**config.mk**
```make
export PLATFORM = sky130hd
export DESIGN_NAME = ascon_cmd_decoder
export DESIGN_NICKNAME = d
export VERILOG_FILES = /design/src/rtl/ascon_cmd_decoder.sv
export SDC_FILE = /design/constraint.sdc
export NUM_CORES = 1
export LEC_CHECK = 0
export ABC_AREA = 1
export CAP_MARGIN = 15
export CORE_MARGIN = 1.5
export CORE_UTILIZATION = 40
export DETAILED_ROUTE_END_ITERATION = 8
export PLACE_DENSITY_LB_ADDON = 0.05
export SLEW_MARGIN = 20
export SYNTH_ARGS = -nofsm -noshare
export SYNTH_HDL_FRONTEND = slang
export SYNTH_SLANG_ARGS = --single-unit
```
**constraint.sdc**
```tcl
create_clock -name clk -period 4.31 [get_ports clk]
set_input_delay 0.862 -clock clk [delete_from_list [all_inputs] [get_ports clk]]
set_output_delay 0.862 -clock clk [all_outputs]
set_load 0.02 [all_outputs]
```
**src/rtl/ascon_cmd_decoder.sv**
```systemverilog
// Command-stream front end for ascon_core: decodes instruction headers, counts
// data words, and drives the key/bdi handshakes with tail masking and eot/eoi.
module ascon_cmd_decoder #(
    parameter int CCW  = 32,
    parameter int CCSW = 32
) (
    input  logic            clk,
    input  logic            rst,
    input  logic [31:0]     s_data,
    input  logic            s_valid,
    output logic            s_ready,
    output logic [CCSW-1:0] key,
    output logic            key_valid,
    input  logic            key_ready,
    output logic [CCW-1:0]  bdi,
    output logic            bdi_valid,
    input  logic            bdi_ready,
    output logic [3:0]      bdi_type,
    output logic            bdi_eot,
    output logic            bdi_eoi,
    output logic            decrypt_in,
    output logic            hash_in,
    output logic            busy,
    output logic            err
);

    localparam logic [3:0] OP_ENC      = 4'h0;
    localparam logic [3:0] OP_DEC      = 4'h1;
    localparam logic [3:0] OP_HASH     = 4'h2;
    localparam logic [3:0] OP_LD_KEY   = 4'h3;
    localparam logic [3:0] OP_LD_NONCE = 4'h4;
    localparam logic [3:0] OP_LD_AD    = 4'h5;
    localparam logic [3:0] OP_LD_MSG   = 4'h6;
    localparam logic [3:0] OP_LD_TAG   = 4'h7;

    localparam logic [3:0] D_NULL  = 4'h0;
    localparam logic [3:0] D_NONCE = 4'h1;
    localparam logic [3:0] D_AD    = 4'h2;
    localparam logic [3:0] D_MSG   = 4'h3;
    localparam logic [3:0] D_TAG   = 4'h4;

    typedef enum logic [1:0] {IDLE, DATA, SKIP} state_t;

    state_t      state;
    logic [22:0] cnt;
    logic [3:0]  op_r;
    logic        flag0_r;
    logic [1:0]  len_lo;
    logic        len_zero;

    logic [24:0] nw_sum;
    logic [22:0] nw;
    logic        last;
    logic        key_op;
    logic        rel;
    logic        out_full;
    logic        accept;
    logic [31:0] mask;
    logic [3:0]  op_type;

    always_comb begin
        nw_sum   = {1'b0, s_data[23:0]} + 25'd3;
        nw       = (nw_sum[24:2] == 23'd0) ? 23'd1 : nw_sum[24:2];
        last     = (cnt == 23'd1);
        key_op   = (op_r == OP_LD_KEY);
        rel      = (key_valid && key_ready) || (bdi_valid && bdi_ready);
        out_full = key_valid || bdi_valid;
        // Refill waits on whichever interface is actually holding a word, so a
        // word left over from the previous instruction is never overwritten.
        s_ready  = !rst && (state != DATA || !out_full || rel);
        accept   = s_valid && s_ready;
        busy     = (state != IDLE) || out_full;

        mask = '1;
        if (last) begin
            unique case (len_lo)
                2'd1:    mask = 32'hFF00_0000;
                2'd2:    mask = 32'hFFFF_0000;
                2'd3:    mask = 32'hFFFF_FF00;
                default: mask = '1;
            endcase
        end

        unique case (op_r)
            OP_LD_NONCE: op_type = D_NONCE;
            OP_LD_AD:    op_type = D_AD;
            OP_LD_MSG:   op_type = D_MSG;
            OP_LD_TAG:   op_type = D_TAG;
            default:     op_type = D_NULL;
        endcase
    end

    always_ff @(posedge clk or posedge rst) begin
        if (rst) begin
            state      <= IDLE;
            cnt        <= '0;
            op_r       <= OP_ENC;
            flag0_r    <= 1'b0;
            len_lo     <= '0;
            len_zero   <= 1'b0;
            key        <= '0;
            key_valid  <= 1'b0;
            bdi        <= '0;
            bdi_valid  <= 1'b0;
            bdi_type   <= D_NULL;
            bdi_eot    <= 1'b0;
            bdi_eoi    <= 1'b0;
            decrypt_in <= 1'b0;
            hash_in    <= 1'b0;
            err        <= 1'b0;
        end else begin
            // Release first; a same-cycle refill below overrides it.
            if (rel) begin
                key       <= '0;
                key_valid <= 1'b0;
                bdi       <= '0;
                bdi_valid <= 1'b0;
                bdi_type  <= D_NULL;
                bdi_eot   <= 1'b0;
                bdi_eoi   <= 1'b0;
            end

            unique case (state)
                IDLE: begin
                    if (accept) begin
                        unique case (s_data[31:28])
                            OP_ENC:  begin decrypt_in <= 1'b0; hash_in <= 1'b0; end
                            OP_DEC:  begin decrypt_in <= 1'b1; hash_in <= 1'b0; end
                            OP_HASH: begin decrypt_in <= 1'b0; hash_in <= 1'b1; end
                            OP_LD_KEY, OP_LD_NONCE, OP_LD_AD, OP_LD_MSG, OP_LD_TAG: begin
                                op_r     <= s_data[31:28];
                                flag0_r  <= s_data[24];
                                len_lo   <= s_data[1:0];
                                len_zero <= (s_data[23:0] == 24'd0);
                                cnt      <= nw;
                                state    <= DATA;
                            end
                            default: begin
                                err   <= 1'b1;
                                cnt   <= nw;
                                state <= SKIP;
                            end
                        endcase
                    end
                end
                DATA: begin
                    if (accept) begin
                        cnt <= cnt - 23'd1;
                        if (key_op) begin
                            key       <= s_data;
                            key_valid <= 1'b1;
                        end else begin
                            bdi_valid <= 1'b1;
                            bdi_eot   <= last;
                            bdi_eoi   <= last && flag0_r;
                            if (len_zero) begin
                                bdi      <= '0;
                                bdi_type <= D_NULL;
                            end else begin
                                bdi      <= s_data & mask;
                                bdi_type <= op_type;
                            end
                        end
                        if (last) state <= IDLE;
                    end
                end
                SKIP: begin
                    if (accept) begin
                        cnt <= cnt - 23'd1;
                        if (last) state <= IDLE;
                    end
                end
                default: state <= IDLE;
            endcase
        end
    end

endmodule

```
==> flow_summary.yaml <==
clocking:
  clock-root-buffer: "clkbuf_16"
  worst_skew_pair.late_latency_ns: 0.36
  clock_sinks: 108
  htree_num_levels: 3
  ctsResizeCount: 0
  clk_transition_reported_paths_ns: 0.08
  cts-hold-fix-buffers: 0
  tritoncts: "built"
  cts_inserted_buffers: 9
  post_cts.repair.setup_buffers: 0
  ctsLongestPathBuffers: 2
place:
  finalWeightedCongestion: 0.9253
  detailedPlace.worstSlack_ns: 0.9428
  portbufs: 113
  detailed_place_hpwl_um: 12610
  placed_cells: 1099
worst_setup_path:
  setup.worst_path.class: "input pin to primary output"
  cp.depth: 6
  worst_path_arrival_ns: 2.43
  critical_path.slowest_cell: "clkdlybuf4s50_1"
  critical_path.reg2reg.startpoint: "state[0]"
  critical_path_peak_fanout: 4
  cp.buffers_inverters: 3
  endpoint_kind: "primary output"
  max_stage_delay_ns: 0.64
  crit_required_ns: 3.45
  critPathCapture: "s_ready"
  worst_setup_start_kind: "input pin"
  critical_path.reg2reg.endpoint: "cnt[22]"
  path_delay_family: "buffers and inverters"
  timing.critical_path.cells: "clkdlybuf4s50_1 -> nand2_1 -> nand2_2 -> inv_2 -> a21oi_1 -> clkdlybuf4s50_1"
  r2r_cells: 9
  crit_path_start: "key_ready"
  critPathMostFrequentCell: "clkdlybuf4s50_1"
  reg2reg_setup_slack_ns: 1.94
timing:
  final.setup.worst_slack_ns: 1.017
  report.final.setup_viol: 0
  finalHoldViolCount: 0
  finalHoldWorstSlack_ns: 0.4791
  max_freq_ghz: 0.3037
  final.setup.tns_ns: 0
  max_slew.worst_pin.slew_ns: 0.7882
  finClkSkew_ns: 0.01051
  timing.final.crit_share: 0.7641
  post-route-min-period_ns: 3.293
  timing.slew.headroom: 0.4733
  report.final.slew_viol_count: 0
  grt_setup_unrepaired: "false"
logic_synthesis:
  ys_seq_elements: 108
  ys.warnings.count: 0
  synth.cell_area_mm2: 0.005926
  synth-async-reset-ratio: 1.000
  netlist.area_leader.share: 0.4561
  yosys.area.top_type: "dfrtp_1"
  synth.cells.most_frequent: "282 x nand2_1, 108 x dfrtp_1, 92 x nor2_1"
  postSynthNetCount: 866
  post-synth-top-count-cell: "nand2_1"
  yosys_most_used_dff: "dfrtp_1"
  synth_area_leaders: "dfrtp_1 46%, nand2_1 18%, nand3_1 7.3%"
  ys_types: 33
  synth_cells: 823
  yosysSeqAreaShare: 0.4561
  synth_edf_count: 0
  syn_area_per_cell_um2: 7.200
detailed_routing:
  dr_total_vias: 5759
  drtIter0Drc: 429
  drcViolationCount: 0
  wirelength_um: 17110
  drt.antenna.violating_nets: 0
  firstDrtPassIters: 5
  post_drt_wl_per_cell_um: 15.33
  routed_via_density: 5.160
floorplan:
  die_width_um: 124.7
  core_mm2: 0.01448
  floorplan.initialDensity: 0.4093
  fp_rows: 44
  floorplan.die.height_um: 124.7
  io-pin-count: 114
  fp.dieArea_mm2: 0.01555
global_routing:
  grt-busiest-layer: "met2"
  grt_first_pass_wirelength_um: 28260
  grt_antenna_before_repair: 0
  grt_met2_use: 0.3827
  grt_use_met3: 0.04811
  globalRoute.totalOverflow: 0
  met1_track_usage_gr: 0.2932
  total_grt_usage: 0.2243
  number_of_global_route_vias_before_repair: 5522
  grt_start_max_net_pins: 58
finish:
  seqCellArea_mm2: 0.002703
  stdcell_count: 1116
  filler_cell_count: 1383
  layout-drive-gt1-share: 0.04399
  num_antenna_cells: 0
  nets: 970
  flow.area_growth_from_synthesis_pct: 26.63
  multiInputGateArea_mm2: 0.002791
pwr:
  power_density_mw_per_mm2: 577.5
  static-leakage-power_nw: 3.651
  report.power.total_mw: 4.333
  peak_supply_drop_uv: 312.9
job:
  drv.max_cap_violation_count: 0
run_status:
  outcome: "finished clean"
worst_hold_path:
  worst_hold_path_type: "register to register"
==> cells by family (layout without fill, tap and decap cells) <==
logic type               Yosys count  in the layout  synth area share
flip-flops                       108            108            0.4561
adder cells (fa/ha/maj)            6              6           0.01267
buffers and inverters             98            207           0.07284
AO/OA/AOI/OAI                     84             84           0.07285
AND/OR/NAND/NOR                  522            522            0.3782
XOR/XNOR                           5              5          0.007392
==> worst min-delay path by stage <==
stage / startpoint / end / slack [ns] / depth (start not counted)
3_5_place_dp: bdi[27] / bdi[27] / 0.46 / 2
3_3_place_gp: bdi[27] / bdi[27] / 0.45 / 2
5_1_grt: err / err / 0.51 / 1
4_1_cts: bdi[27] / bdi[27] / 0.48 / 2
2_1_floorplan: flag0_r / flag0_r / 0.45 / 2
6_report: bdi[25] / bdi[25] / 0.48 / 2
==> power by group <==
group	total, mW	switching, mW	leakage (nW)	internal, mW
clock network	0.883	0.404	0.157	0.479
registers	1.58	0.255	1.43	1.33
logic	1.87	1.14	2.06	0.729
==> worst min-delay path: cells and delay by family (launching register included) <==
kind / cells / cell delay, ns
DFF: 1 / 0.35
and+or+nand+nor: 2 / 0.10
==> layout by cell type (no fill, tap or decap), types with 2 or more instances in the layout <==
cell type        netlist  routed
clkinv_4               0       2
nand2_1              282     282
nor2_2                 3       3
inv_2                  3       3
clkbuf_16              0       9
dfrtp_1              108     108
or2_2                  4       4
nand2_2                3       3
ha_1                   6       6
a21oi_1               22      22
a31oi_1                2       2
inv_8                  0       2
xor2_1                 3       3
inv_1                 67      66
nand3_1               87      87
nor3_1                 7       7
nor2_1                92      92
o21ai_0               52      52
buf_4                  2       6
nand3b_1               2       2
clkdlybuf4s50_1        0     113
o21ai_1                5       5
nand4_1               37      37
xnor2_1                2       2
==> state kept, by name (all words and copies together) (netlist names) <==
| name | count |
|---|---|
| len_zero | 1 |
| key_valid | 1 |
| key | 32 |
| decrypt_in | 1 |
| bdi_type | 4 |
| bdi | 32 |
| bdi_eot | 1 |
| err | 1 |
| hash_in | 1 |
| bdi_eoi | 1 |
| op_r | 4 |
| flag0_r | 1 |
| len_lo | 2 |
| cnt | 23 |
| state | 2 |
| bdi_valid | 1 |
==> metal layers <==
metal | part of all wire | vias up
met5 | 0 | -
met4 | 0.013 | 0
met3 | 0.044 | 14
met2 | 0.48 | 140
met1 | 0.46 | 2732
li1 | - | 2873
==> metrics by stage <==
stage          instance area [um^2]  utilization
2_1_floorplan                  5929            -
3_3_place_gp                   7171       0.4952
3_5_place_dp                   7171       0.4952
4_1_cts                        7488       0.5172
5_1_grt                        7503       0.5182
6_report                       7503       0.5182
==> final cells by class <==
cell class / instances / area share
multi-input combinational: 617 / 0.3720
sequential: 108 / 0.3602
timing repair buffer: 120 / 0.1587
inverter: 71 / 0.03602
clock buffer: 10 / 0.03185
tap: 184 / 0.03068
clock inverter: 6 / 0.01051
Note: power is estimated with default switching activity, not from simulation.
